`src/rtl/uart_rx_deser.sv`:
```
// 8N1 UART receiver: mid-bit sampling of the rx pin into a first-word-fall-through
// byte FIFO presented as a valid/ready stream, with frame-error and overrun pulses.
module uart_rx_deser #(
  parameter int MAIN_CLK   = 12000000,
  parameter int BAUD       = 115200,
  parameter int FIFO_DEPTH = 4
) (
  input  logic       clk,
  input  logic       reset_,
  input  logic       rx,
  output logic [7:0] data_out,
  output logic       data_out_valid,
  input  logic       data_out_ready,
  output logic       frame_err,
  output logic       overrun,
  output logic       busy
);

  localparam int CLKS_PER_BIT = MAIN_CLK / BAUD;
  localparam int HALF_BIT     = CLKS_PER_BIT / 2;
  localparam int CNT_W        = $clog2(CLKS_PER_BIT) + 1;
  localparam int PTR_W        = $clog2(FIFO_DEPTH);

  localparam logic [CNT_W-1:0] CNT_LAST = CNT_W'(CLKS_PER_BIT - 1);
  localparam logic [CNT_W-1:0] CNT_HALF = CNT_W'(HALF_BIT - 1);

  typedef enum logic [2:0] {
    IDLE  = 3'd0,
    START = 3'd1,
    DATA  = 3'd2,
    STOP  = 3'd3,
    BRK   = 3'd4
  } state_t;

  state_t           state;
  state_t           state_nx;
  logic             rx_sync_p0;
  logic             rx_s;
  logic [CNT_W-1:0] clk_cnt;
  logic [CNT_W-1:0] cnt_nx;
  logic [2:0]       bit_idx;
  logic [2:0]       idx_nx;
  logic [7:0]       shreg;
  logic [7:0]       shreg_nx;
  logic             push;
  logic             pop;
  logic             frame_err_nx;
  logic             overrun_nx;

  logic [PTR_W:0]   wr_ptr;
  logic [PTR_W:0]   rd_ptr;
  logic [7:0]       mem [FIFO_DEPTH];
  logic             fifo_full;
  logic             fifo_empty;

  // Stage p0/p1: two-flop synchroniser; rx_s is the only view of the line used below
  always_ff @(posedge clk or negedge reset_) begin
    if (!reset_) begin
      rx_sync_p0 <= 1'b1;
      rx_s       <= 1'b1;
    end else begin
      rx_sync_p0 <= rx;
      rx_s       <= rx_sync_p0;
    end
  end

  assign fifo_empty = (wr_ptr == rd_ptr);
  assign fifo_full  = (wr_ptr[PTR_W] != rd_ptr[PTR_W]) &&
                      (wr_ptr[PTR_W-1:0] == rd_ptr[PTR_W-1:0]);
  assign pop        = data_out_valid && data_out_ready;

  always_comb begin
    state_nx     = state;
    cnt_nx       = clk_cnt;
    idx_nx       = bit_idx;
    shreg_nx     = shreg;
    push         = 1'b0;
    frame_err_nx = 1'b0;
    overrun_nx   = 1'b0;
    case (state)
      IDLE: begin
        if (!rx_s) begin
          state_nx = START;
          cnt_nx   = '0;
        end
      end
      START: begin
        if (clk_cnt == CNT_HALF) begin
          cnt_nx = '0;
          if (rx_s) begin
            state_nx = IDLE;
          end else begin
            state_nx = DATA;
            idx_nx   = '0;
          end
        end else begin
          cnt_nx = clk_cnt + 1'b1;
        end
      end
      DATA: begin
        if (clk_cnt == CNT_LAST) begin
          cnt_nx   = '0;
          shreg_nx = {rx_s, shreg[7:1]};
          if (bit_idx == 3'd7) begin
            state_nx = STOP;
          end else begin
            idx_nx = bit_idx + 1'b1;
          end
        end else begin
          cnt_nx = clk_cnt + 1'b1;
        end
      end
      STOP: begin
        if (clk_cnt == CNT_LAST) begin
          cnt_nx = '0;
          if (rx_s) begin
            // A pop in the same cycle frees the slot, so a full FIFO can still take the byte
            if (!fifo_full || pop) begin
              push = 1'b1;
            end else begin
              overrun_nx = 1'b1;
            end
            state_nx = IDLE;
          end else begin
            frame_err_nx = 1'b1;
            state_nx     = BRK;
          end
        end else begin
          cnt_nx = clk_cnt + 1'b1;
        end
      end
      BRK: begin
        // Hold off until the line returns high so a stuck-low line is not read as 0x00 frames
        if (rx_s) begin
          state_nx = IDLE;
        end
      end
      default: begin
        state_nx = IDLE;
      end
    endcase
  end

  // Stage p2: FSM, counters, FIFO pointers and flag pulses
  always_ff @(posedge clk or negedge reset_) begin
    if (!reset_) begin
      state     <= IDLE;
      clk_cnt   <= '0;
      bit_idx   <= '0;
      wr_ptr    <= '0;
      rd_ptr    <= '0;
      frame_err <= 1'b0;
      overrun   <= 1'b0;
    end else begin
      state     <= state_nx;
      clk_cnt   <= cnt_nx;
      bit_idx   <= idx_nx;
      frame_err <= frame_err_nx;
      overrun   <= overrun_nx;
      if (push) begin
        wr_ptr <= wr_ptr + 1'b1;
      end
      if (pop) begin
        rd_ptr <= rd_ptr + 1'b1;
      end
    end
  end

  always_ff @(posedge clk) begin
    shreg <= shreg_nx;
    if (push) begin
      mem[wr_ptr[PTR_W-1:0]] <= shreg;
    end
  end

  assign data_out_valid = !fifo_empty;
  assign data_out       = data_out_valid ? mem[rd_ptr[PTR_W-1:0]] : 8'h00;
  assign busy           = (state != IDLE);

endmodule

```
`config.mk`:
```
export PLATFORM = sky130hd
export DESIGN_NAME = uart_rx_deser
export DESIGN_NICKNAME = d
export VERILOG_FILES = /design/src/rtl/uart_rx_deser.sv
export SDC_FILE = /design/constraint.sdc
export NUM_CORES = 1
export LEC_CHECK = 0
export BUFFER_PORTS_ARGS = -buffer_cell sky130_fd_sc_hd__buf_2
export CAP_MARGIN = 40
export CORE_MARGIN = 3
export CORE_UTILIZATION = 40
export DETAILED_ROUTE_END_ITERATION = 8
export GPL_TIMING_DRIVEN = 0
export HOLD_SLACK_MARGIN = 0.12
export SYNTH_ARGS = -nofsm -noshare
export SYNTH_HDL_FRONTEND = slang
export SYNTH_SLANG_ARGS = --single-unit
```
`constraint.sdc`:
```
create_clock -name clk -period 6 [get_ports clk]
set_clock_uncertainty 0.15 [all_clocks]
set_input_delay 0.3 -clock clk [delete_from_list [all_inputs] [get_ports clk]]
set_output_delay 0.3 -clock clk [all_outputs]
set_load 0.1 [all_outputs]
```
==> results, run 1 <==
- The flow ran to the end, and the final reports show no timing, DRC or antenna violations.
- The normalized max-slew margin is 0.470.
- The leading area contributor after synthesis is sky130_fd_sc_hd__edfxtp_1.
- Based on the critical path, the design can be clocked at up to 341 MHz.
- The overall die area is 0.00808 sq mm.
- The final worst hold slack is between 200 and 250 ps.
- In the final layout, the multi-input gates occupy 948 sq um.
- The detailed-placement wirelength estimate is a little over 3000 um.
- At the end of the flow the core is filled with cells to 0.494.
- The number of antenna violations at the first check in global routing is 0.
- The number of setup buffers added after CTS is 0.
- Sorting the synthesized cells by area gives the leading types as sky130_fd_sc_hd__edfxtp_1 (43%), sky130_fd_sc_hd__dfrtp_1 (20%), sky130_fd_sc_hd__mux4_2 (6.4%), sky130_fd_sc_hd__ha_1 (3.6%), sky130_fd_sc_hd__nand2_1 (2.4%).
- The total count of max-transition violations in the final report is 0.
- The share of synthesized area in the top cell type comes to 0.426.
- The initial standard-cell utilization of the core is 0.429.
- The count of filler cells inserted in the layout is about 580.
- Synthesis produced a netlist whose cell count is 200.
- The setup path with the least slack is of type flop to primary output.
- A synthesized cell averages roughly 14 sq um.
- STA puts the critical path data required time at roughly 5600 ps.
- TritonCTS built the clock tree.
- The count of clock tree sinks is 64.
- 16 I/O pins were placed.
- The number of failing setup endpoints in the final timing report is 0.
- Detailed routing inserted a total of 1633 vias.
- Counting every net in the synthesized netlist gives 212.
- The number of global-route vias before repair is about 1600.
- The maximum clock insertion buffer count is 2.
- Summed over all failing endpoints, the final setup total negative slack is 0 ps.
- The number of diodes is 0.
- For the pin with the worst max-slew slack, the measured transition is 792 ps.
- The total of max-cap violations is 0.
- The summed instance area of the synthesized netlist is 0.00282 sq mm.
- After synthesis the netlist holds a flip-flop and latch count of 64.
- From synthesis to final layout, the design area changed by 15.1%.
- The post-synthesis cell type count is 44.
- Across every metal layer, demand over resource in global routing totals 0.128.
- The number of placement rows is 29.
- At the end of routability-driven placement, the weighted congestion stood at 0.741.
- The worst setup path is launched from a flop.
- The type of the tightest min-delay check is flop to flop.
- Counting the buffers created by CTS gives 9.
- The largest net degree at the start of global routing is 25.
- The floorplan step set the die height to 89.9 um.
- The sequential area share after synthesis is 0.641.
- Setup repair after global routing left no endpoint under its margin.
- Clock latency on the worst-skew pair, taken at its later pin, is ~330 ps.
- The first routing iteration left between 70 and 80 violations.
- The average routed wire per standard cell is about 14 um.
- The area used by sequential logic in the layout is 0.00180 sq mm.
- After detailed routing, the number of vias per cell comes to about 5.
- The number of synthesized flops with an enable pin is 40.
- The clock period minus final worst setup slack is 2930 ps.
- In this run the worst path has a maximum fanout of 10.
- For this design the ratio of total power to cell area is around 260 mW/mm^2.
- The post-detailed-route DRC marker count is 0.
- Of the available clock period, the critical path in the final layout requires 0.488.
- The number of H-tree levels is 3.
- For this run, asynchronously set or reset flops after synthesis account for 0.375.
- The global route total overflow is 0.
- The worst endpoint data arrival time is 2480 ps.
- The layout cell share with drive strength beyond 1 is 0.226.
- The number of nets at the end of the flow is 241.
- The global-route wire length before repair is 8160 um.
- The count of input and output buffers is 15.
- After detailed routing, the total wire length is 4690 um.
- The top flip-flop cell by instance count after synthesis is sky130_fd_sc_hd__edfxtp_1.
- The number of endpoints with negative hold slack in the final report is 0.
- The worst setup path is captured at a primary output.
- The total area inside the core boundary comes to 0.00657 sq mm.
- The post-CTS clock slew at the launch and capture registers of the worst setup and hold paths is about 70 ps.
- The leakage power is 1.25 nW.
- VDD sags by at most between 100 and 150 uV.
- In this run the clock root is driven by a sky130_fd_sc_hd__clkbuf_8.
- The yosys synthesis warning count is 0.
- Before antenna repair, the detailed router went through 4 iterations.
- The x dimension of the die is 89.9 um.
- Once detail routing completed, the nets flagged for antenna violations numbered 0.
==> area by class of cell <==
type | instances | share of cell area
Inverter | 9 | 0.0104
Multi-Input combinational cell | 120 | 0.293
Buffer | 7 | 0.00926
Tap cell | 93 | 0.0359
Timing Repair Buffer | 18 | 0.0324
Clock buffer | 12 | 0.0417
Clock inverter | 4 | 0.0212
Sequential cell | 64 | 0.557
==> synthesized netlist by cell type (4+ instances only) <==
| cell type | instances |
|---|---|
| sky130_fd_sc_hd__inv_1 | 9 |
| sky130_fd_sc_hd__o21ai_0 | 8 |
| sky130_fd_sc_hd__o211ai_1 | 4 |
| sky130_fd_sc_hd__dfrtp_1 | 22 |
| sky130_fd_sc_hd__and2_1 | 8 |
| sky130_fd_sc_hd__and2_2 | 4 |
| sky130_fd_sc_hd__clkbuf_1 | 4 |
| sky130_fd_sc_hd__xnor2_1 | 6 |
| sky130_fd_sc_hd__ha_1 | 8 |
| sky130_fd_sc_hd__edfxtp_1 | 40 |
| sky130_fd_sc_hd__nand2_1 | 18 |
| sky130_fd_sc_hd__nor2_1 | 10 |
| sky130_fd_sc_hd__a21oi_1 | 4 |
| sky130_fd_sc_hd__mux4_2 | 8 |
==> layout by cell type, fill, tap and decap left out, types with 2 or more instances in the layout <==
master,instances
sky130_fd_sc_hd__nor2b_1,3
sky130_fd_sc_hd__or3b_2,2
sky130_fd_sc_hd__nand3_1,3
sky130_fd_sc_hd__clkbuf_1,7
sky130_fd_sc_hd__and2_2,4
sky130_fd_sc_hd__nand2_1,18
sky130_fd_sc_hd__nor4_1,3
sky130_fd_sc_hd__mux4_2,8
sky130_fd_sc_hd__edfxtp_1,40
sky130_fd_sc_hd__o21ai_0,8
sky130_fd_sc_hd__ha_1,8
sky130_fd_sc_hd__or3_1,3
sky130_fd_sc_hd__xnor2_1,6
sky130_fd_sc_hd__clkbuf_8,9
sky130_fd_sc_hd__a21oi_1,4
sky130_fd_sc_hd__mux2i_1,2
sky130_fd_sc_hd__and2_1,8
sky130_fd_sc_hd__buf_2,18
sky130_fd_sc_hd__and3_1,2
sky130_fd_sc_hd__mux2_2,2
sky130_fd_sc_hd__dfstp_2,2
sky130_fd_sc_hd__nor2_1,10
sky130_fd_sc_hd__dlygate4sd3_1,3
sky130_fd_sc_hd__nor3_1,3
sky130_fd_sc_hd__o211ai_1,4
sky130_fd_sc_hd__inv_1,9
sky130_fd_sc_hd__dfrtp_1,22
sky130_fd_sc_hd__bufinv_16,2
==> metrics by stage <==
step / setup WS [ps] / instance area [sq um] / power (mW) / std cells
floorplan: 2790 / 2820 / 0.477 / 200
global placement: 3390 / 3010 / 0.482 / 308
detailed placement: 3350 / 3010 / 0.482 / 308
CTS: 2980 / 3240 / 0.864 / 327
global route: 2830 / 3240 / 0.888 / 327
finish: 3070 / 3240 / 0.856 / 327
==> metal layers <==
layer  wire [um]  part of all wire  GRT usage  vias to the layer above
met5           0                 0          0                        -
met4          46            0.0098     0.0421                        0
met3         154             0.033     0.0476                        4
met2        2240              0.48      0.199                       23
met1        2250              0.48      0.167                      809
li1            -                 -          -                      797
==> what timing repair did <==
| action | in CTS | in global routing |
|---|---|---|
| hold buffers | 3 | 0 |
| gates resized for setup | 0 | 0 |
| hold endpoints to repair | 24 | 0 |
==> where the power goes <==
part	switching, mW	internal [mW]	leakage [nW]
clock network	0.150	0.232	0.102
registers	0.000253	0.466	0.673
logic	0.00539	0.00270	0.473
total	0.155	0.701	1.25
==> flip-flops by register name, indices dropped and copies added, names as in the netlist <==
| register | cells |
|---|---|
| rd_ptr | 3 |
| bit_idx | 3 |
| frame_err | 1 |
| clk_cnt | 8 |
| mem | 32 |
| wr_ptr | 3 |
| state | 3 |
| rx_sync_p0 | 1 |
| overrun | 1 |
| shreg | 8 |
| rx_s | 1 |
==> critical path: stages (launching register included) <==
cell and delay (ps):
sky130_fd_sc_hd__dfrtp_1 350, sky130_fd_sc_hd__clkbuf_1 480, sky130_fd_sc_hd__xnor2_1 180, sky130_fd_sc_hd__nand3b_1 130, sky130_fd_sc_hd__clkbuf_1 360, sky130_fd_sc_hd__and2_1 220, sky130_fd_sc_hd__buf_2 430
==> cells by family (layout without fill, tap and decap cells) <==
kind of cell / Yosys count / after routing / share of synthesized area
AOI/OAI and AO/OA: 26 / 26 / 0.0631
xor gates and xnor gates: 7 / 7 / 0.0218
muxes: 13 / 13 / 0.0844
adders and majority gates: 8 / 8 / 0.0355
and+or+nand+nor: 66 / 66 / 0.132
DFF: 64 / 64 / 0.641
buffers and inverters: 16 / 50 / 0.0227
==> path summary, 6_finish.rpt <==
check	start	end	slack, ps	depth (start not counted)
worst max register to register	clk_cnt[0]	mem[2][4]	3410	5
worst min register to register	rx_sync_p0	rx_s	210	0
worst min-delay path	rx_sync_p0	rx_s	210	0
worst max-delay path	rd_ptr[1]	data_out[7]	3070	6
min in group asynchronous	reset_	clk_cnt[5]	340	2
max in group asynchronous	reset_	wr_ptr[2]	4980	2
Power figures use the tool's default switching activity.
==> run 2, diff against run 1 <==
- clock period: 6 -> 2.4 ns (I/O delays scaled with it)
==> run 2 against run 1 <==
Compared with the run above: power increased to 2.5 times the previous value; register-to-register slack worse by 3300 ps; clock power rose to 2.5 times the previous value; core utilization grew 2.0 points; non-clock buffer count rose by 7; clock-buffer cell count fell by 3; global-route usage about the same; cell count is 1.8% higher; critical endpoint is now mem[0][6].
==> results, run 2 (same netlist as run 1, synthesis figures left out) <==
- Outcome: complete, no violations (unchanged).
- The type of the tightest min-delay check is primary input to asynchronous set/reset pin (was flop to flop).
- The CTS tree is done (unchanged).
- The layout cell share with drive strength beyond 1 is 0.317 (was 0.226).
- The weighted congestion at the end of routability-driven global placement is 0.770 (was 0.741).
- The number of H-tree levels is 3 (unchanged).
- The area used by sequential logic in the layout is 0.00180 sq mm (unchanged).
- The largest net degree at the start of global routing is 25 (unchanged).
- The count of filler cells inserted in the layout is 556 (was 579).
- The global routing usage summed across all routing layers is 0.128 (about the same).
- The maximum clock frequency is 431 MHz.
- Unrepaired setup endpoints after global routing: yes (was no).
- The critical path startpoint category is a flop (unchanged).
- The top fanout value on the critical path is 8 (was 10).
- The detailed-route via count is 1661 (was 1633).
- The number of DRC markers after the initial detailed-route iteration is 58 (was 78).
- The critical path capture point type was a flop (was primary output).
- Commonest cells after routing, fill and taps aside: sky130_fd_sc_hd__edfxtp_1 (40), sky130_fd_sc_hd__dfrtp_1 (22), sky130_fd_sc_hd__nand2_1 (17), sky130_fd_sc_hd__buf_4 (15) (was sky130_fd_sc_hd__edfxtp_1 (40), sky130_fd_sc_hd__dfrtp_1 (22), sky130_fd_sc_hd__buf_2 (18), sky130_fd_sc_hd__nand2_1 (18), sky130_fd_sc_hd__nor2_1 (10)).
- The biggest cell delay along the critical path came to 540 ps (was 480 ps).
- The footprint of the multi-input gates is 996 sq um (was 948 sq um).
- The number of top-level pins is 16 (unchanged).
- The average routed wire per standard cell is 14.4 um (was 14.3 um).
- The normalized max-slew margin is 0.637 (was 0.470).
- The placeable core area came to 0.00657 sq mm (unchanged).
- The synthesis-to-finish area growth is 19.7% (was 15.1%).
- The measured slew at the worst slew-check pin is 545 ps (was 792 ps).
- The iteration count of the initial detailed-routing pass is 4 (unchanged).
- The y dimension of the die is 89.9 um (unchanged).
- The number of diodes is 0 (unchanged).
- The number of antenna violations at the first check in global routing is 0 (unchanged).
- Cell chain of the critical path: ha_4, nand2_4, or4_4, nor4b_4, and2_4 (was clkbuf_1, xnor2_1, nand3b_1, clkbuf_1, and2_1, buf_2).
- The x dimension of the die is 89.9 um (unchanged).
- The count of input and output buffers is 15 (unchanged).
- The root cell of the clock tree is sky130_fd_sc_hd__clkbuf_8 (unchanged).
- The global-route wire length before repair was 7980 um (was 8160 um).
- The post-detailed-route DRC marker count was 0 (unchanged).
- The number of nets at the end of the flow is 248 (was 241).
- The slowest cell on the critical path is sky130_fd_sc_hd__or4_4 (was sky130_fd_sc_hd__clkbuf_1).
- The summed area of non-filler cells in the final layout was 0.00337 sq mm (was 0.00324 sq mm).
- The total clock buffers created by CTS is 9 (unchanged).
- The count of clock tree sinks is 64 (unchanged).
- The launch instance of the worst register-to-register path is clk_cnt[1] (was clk_cnt[0]).
- The overall die area is 0.00808 sq mm (unchanged).
- The number of failing setup endpoints in the final timing report is 0 (unchanged).
- The number of global-route vias before repair was 1614 (was 1647).
- The critical setup path kind is flop to flop (was flop to primary output).
- The leakage power is 1.31 nW (was 1.25 nW).
- The total count of max-transition violations in the final report is 0 (unchanged).
- The global route total overflow was 0 (unchanged).
- The number of endpoints with negative hold slack in the final report is 0 (unchanged).
- The power per standard cell area is 640 mW/mm^2 (was 264 mW/mm^2).
- The detailed-placement wirelength estimate is 3060 um (was 3100 um).
- For the finished layout, the period the worst path requires is 2320 ps.
- The final core area utilization is 0.513 (was 0.494).
- The maximum clock insertion buffer count is 2 (unchanged).
- The highest ir drop seen on vdd is 263 uV (was 135 uV).
- The cell count of the worst reg-to-reg path is 5 (unchanged).
- The via density per instance is 4.99 (about the same).
- The antenna violation net count after detailed routing is 0 (unchanged).
- The worst-skew pair later-pin latency came to 330 ps (about the same).
- Of the available clock period, the critical path in the final layout requires 0.966.
- The setup TNS after final layout came to 0 ps (unchanged).
- The flip-flop count of the largest register after layout came to 32 (unchanged).
- The endpoint of the most critical register-to-register path is mem[0][6] (was mem[2][4]).
- The routed wire length is 4800 um (was 4690 um).
- The final worst hold slack is 141 ps (was 207 ps).
- The total of max-cap violations is 0 (unchanged).
- The data required time at the worst endpoint is 2280 ps (was 5550 ps).
- The reg-to-reg setup timing slack is 80 ps (was 3410 ps).
- The placed standard-cell area was 0.00302 sq mm (was 0.00301 sq mm).
- The number of placement rows is 29 (unchanged).
- The post-CTS clock slew at the launch and capture registers of the worst setup and hold paths is 70 ps (about the same).
- The initial standard-cell utilization of the core is 0.429 (unchanged).
- The worst endpoint data arrival time came to 2200 ps (was 2480 ps).
- The most common cell after layout, fill and taps aside was sky130_fd_sc_hd__edfxtp_1 (unchanged).
[run 2: changes by cell type in the layout (fill, tap and decap cells not counted), sizes merged]
cell,change
clkinvlp,+1
buf,+6
clkinv,+1
clkbuf,-2
[run 2: where the power goes]
part	internal, mW	switching (mW)
Clock	0.575	0.399
Sequential	1.16	0.000680
Combinational	0.00679	0.0135
Total	1.75	0.413
[run 2: what timing repair did]
action | CTS | global route
pin swaps | 3 | 4
hold buffers | 3 | 0
setup buffers | 3 | 4
gates resized for setup | 16 | 5
setup endpoints to repair | 49 | 42
endpoints found under the hold margin | 29 | 0
[run 2: worst max-delay path by stage]
stage | start | endpoint | slack (ps) | cells past startpoint
floorplan | clk_cnt[0] | mem[0][0] | 80 | 5
finish | clk_cnt[1] | mem[0][6] | 80 | 5
global route | clk_cnt[0] | mem[0][6] | -30 | 5
global placement | clk_cnt[0] | mem[0][4] | -200 | 5
CTS | clk_cnt[7] | mem[0][6] | 7 | 4
detailed placement | clk_cnt[0] | mem[0][2] | -190 | 5
[run 2: worst max-delay path: cells and delay by family, from the launching register on]
family	cells	cell delay, ps
adder cells (fa/ha/maj)	1	190
AND/OR/NAND/NOR	4	1270
flip-flops	1	410
[run 2: cell type report]
type	instances	share of cell area
inverters	9	0.0100
multi-input cells	120	0.295
clock buffers	9	0.0367
plain buffers	7	0.0104
repair buffers	25	0.0527
well taps	93	0.0345
clock inverters	6	0.0252
flip-flops and latches	64	0.535
[run 2: per-layer routing]
metal | share of wire | track usage
met1 | 0.48 | 0.165
met5 | 0 | 0
met2 | 0.48 | 0.194
met3 | 0.030 | 0.0384
met4 | 0.016 | 0.0727
[run 2: metrics by stage]
stage / total power [mW] / cells / worst slack (ps)
after floorplan: 1.19 / 200 / 75.4
after global placement: 1.20 / 308 / -200
after detailed placement: 1.20 / 308 / -194
after CTS: 2.19 / 329 / 7.19
after global routing: 2.25 / 333 / -25.7
final: 2.16 / 333 / 81.6
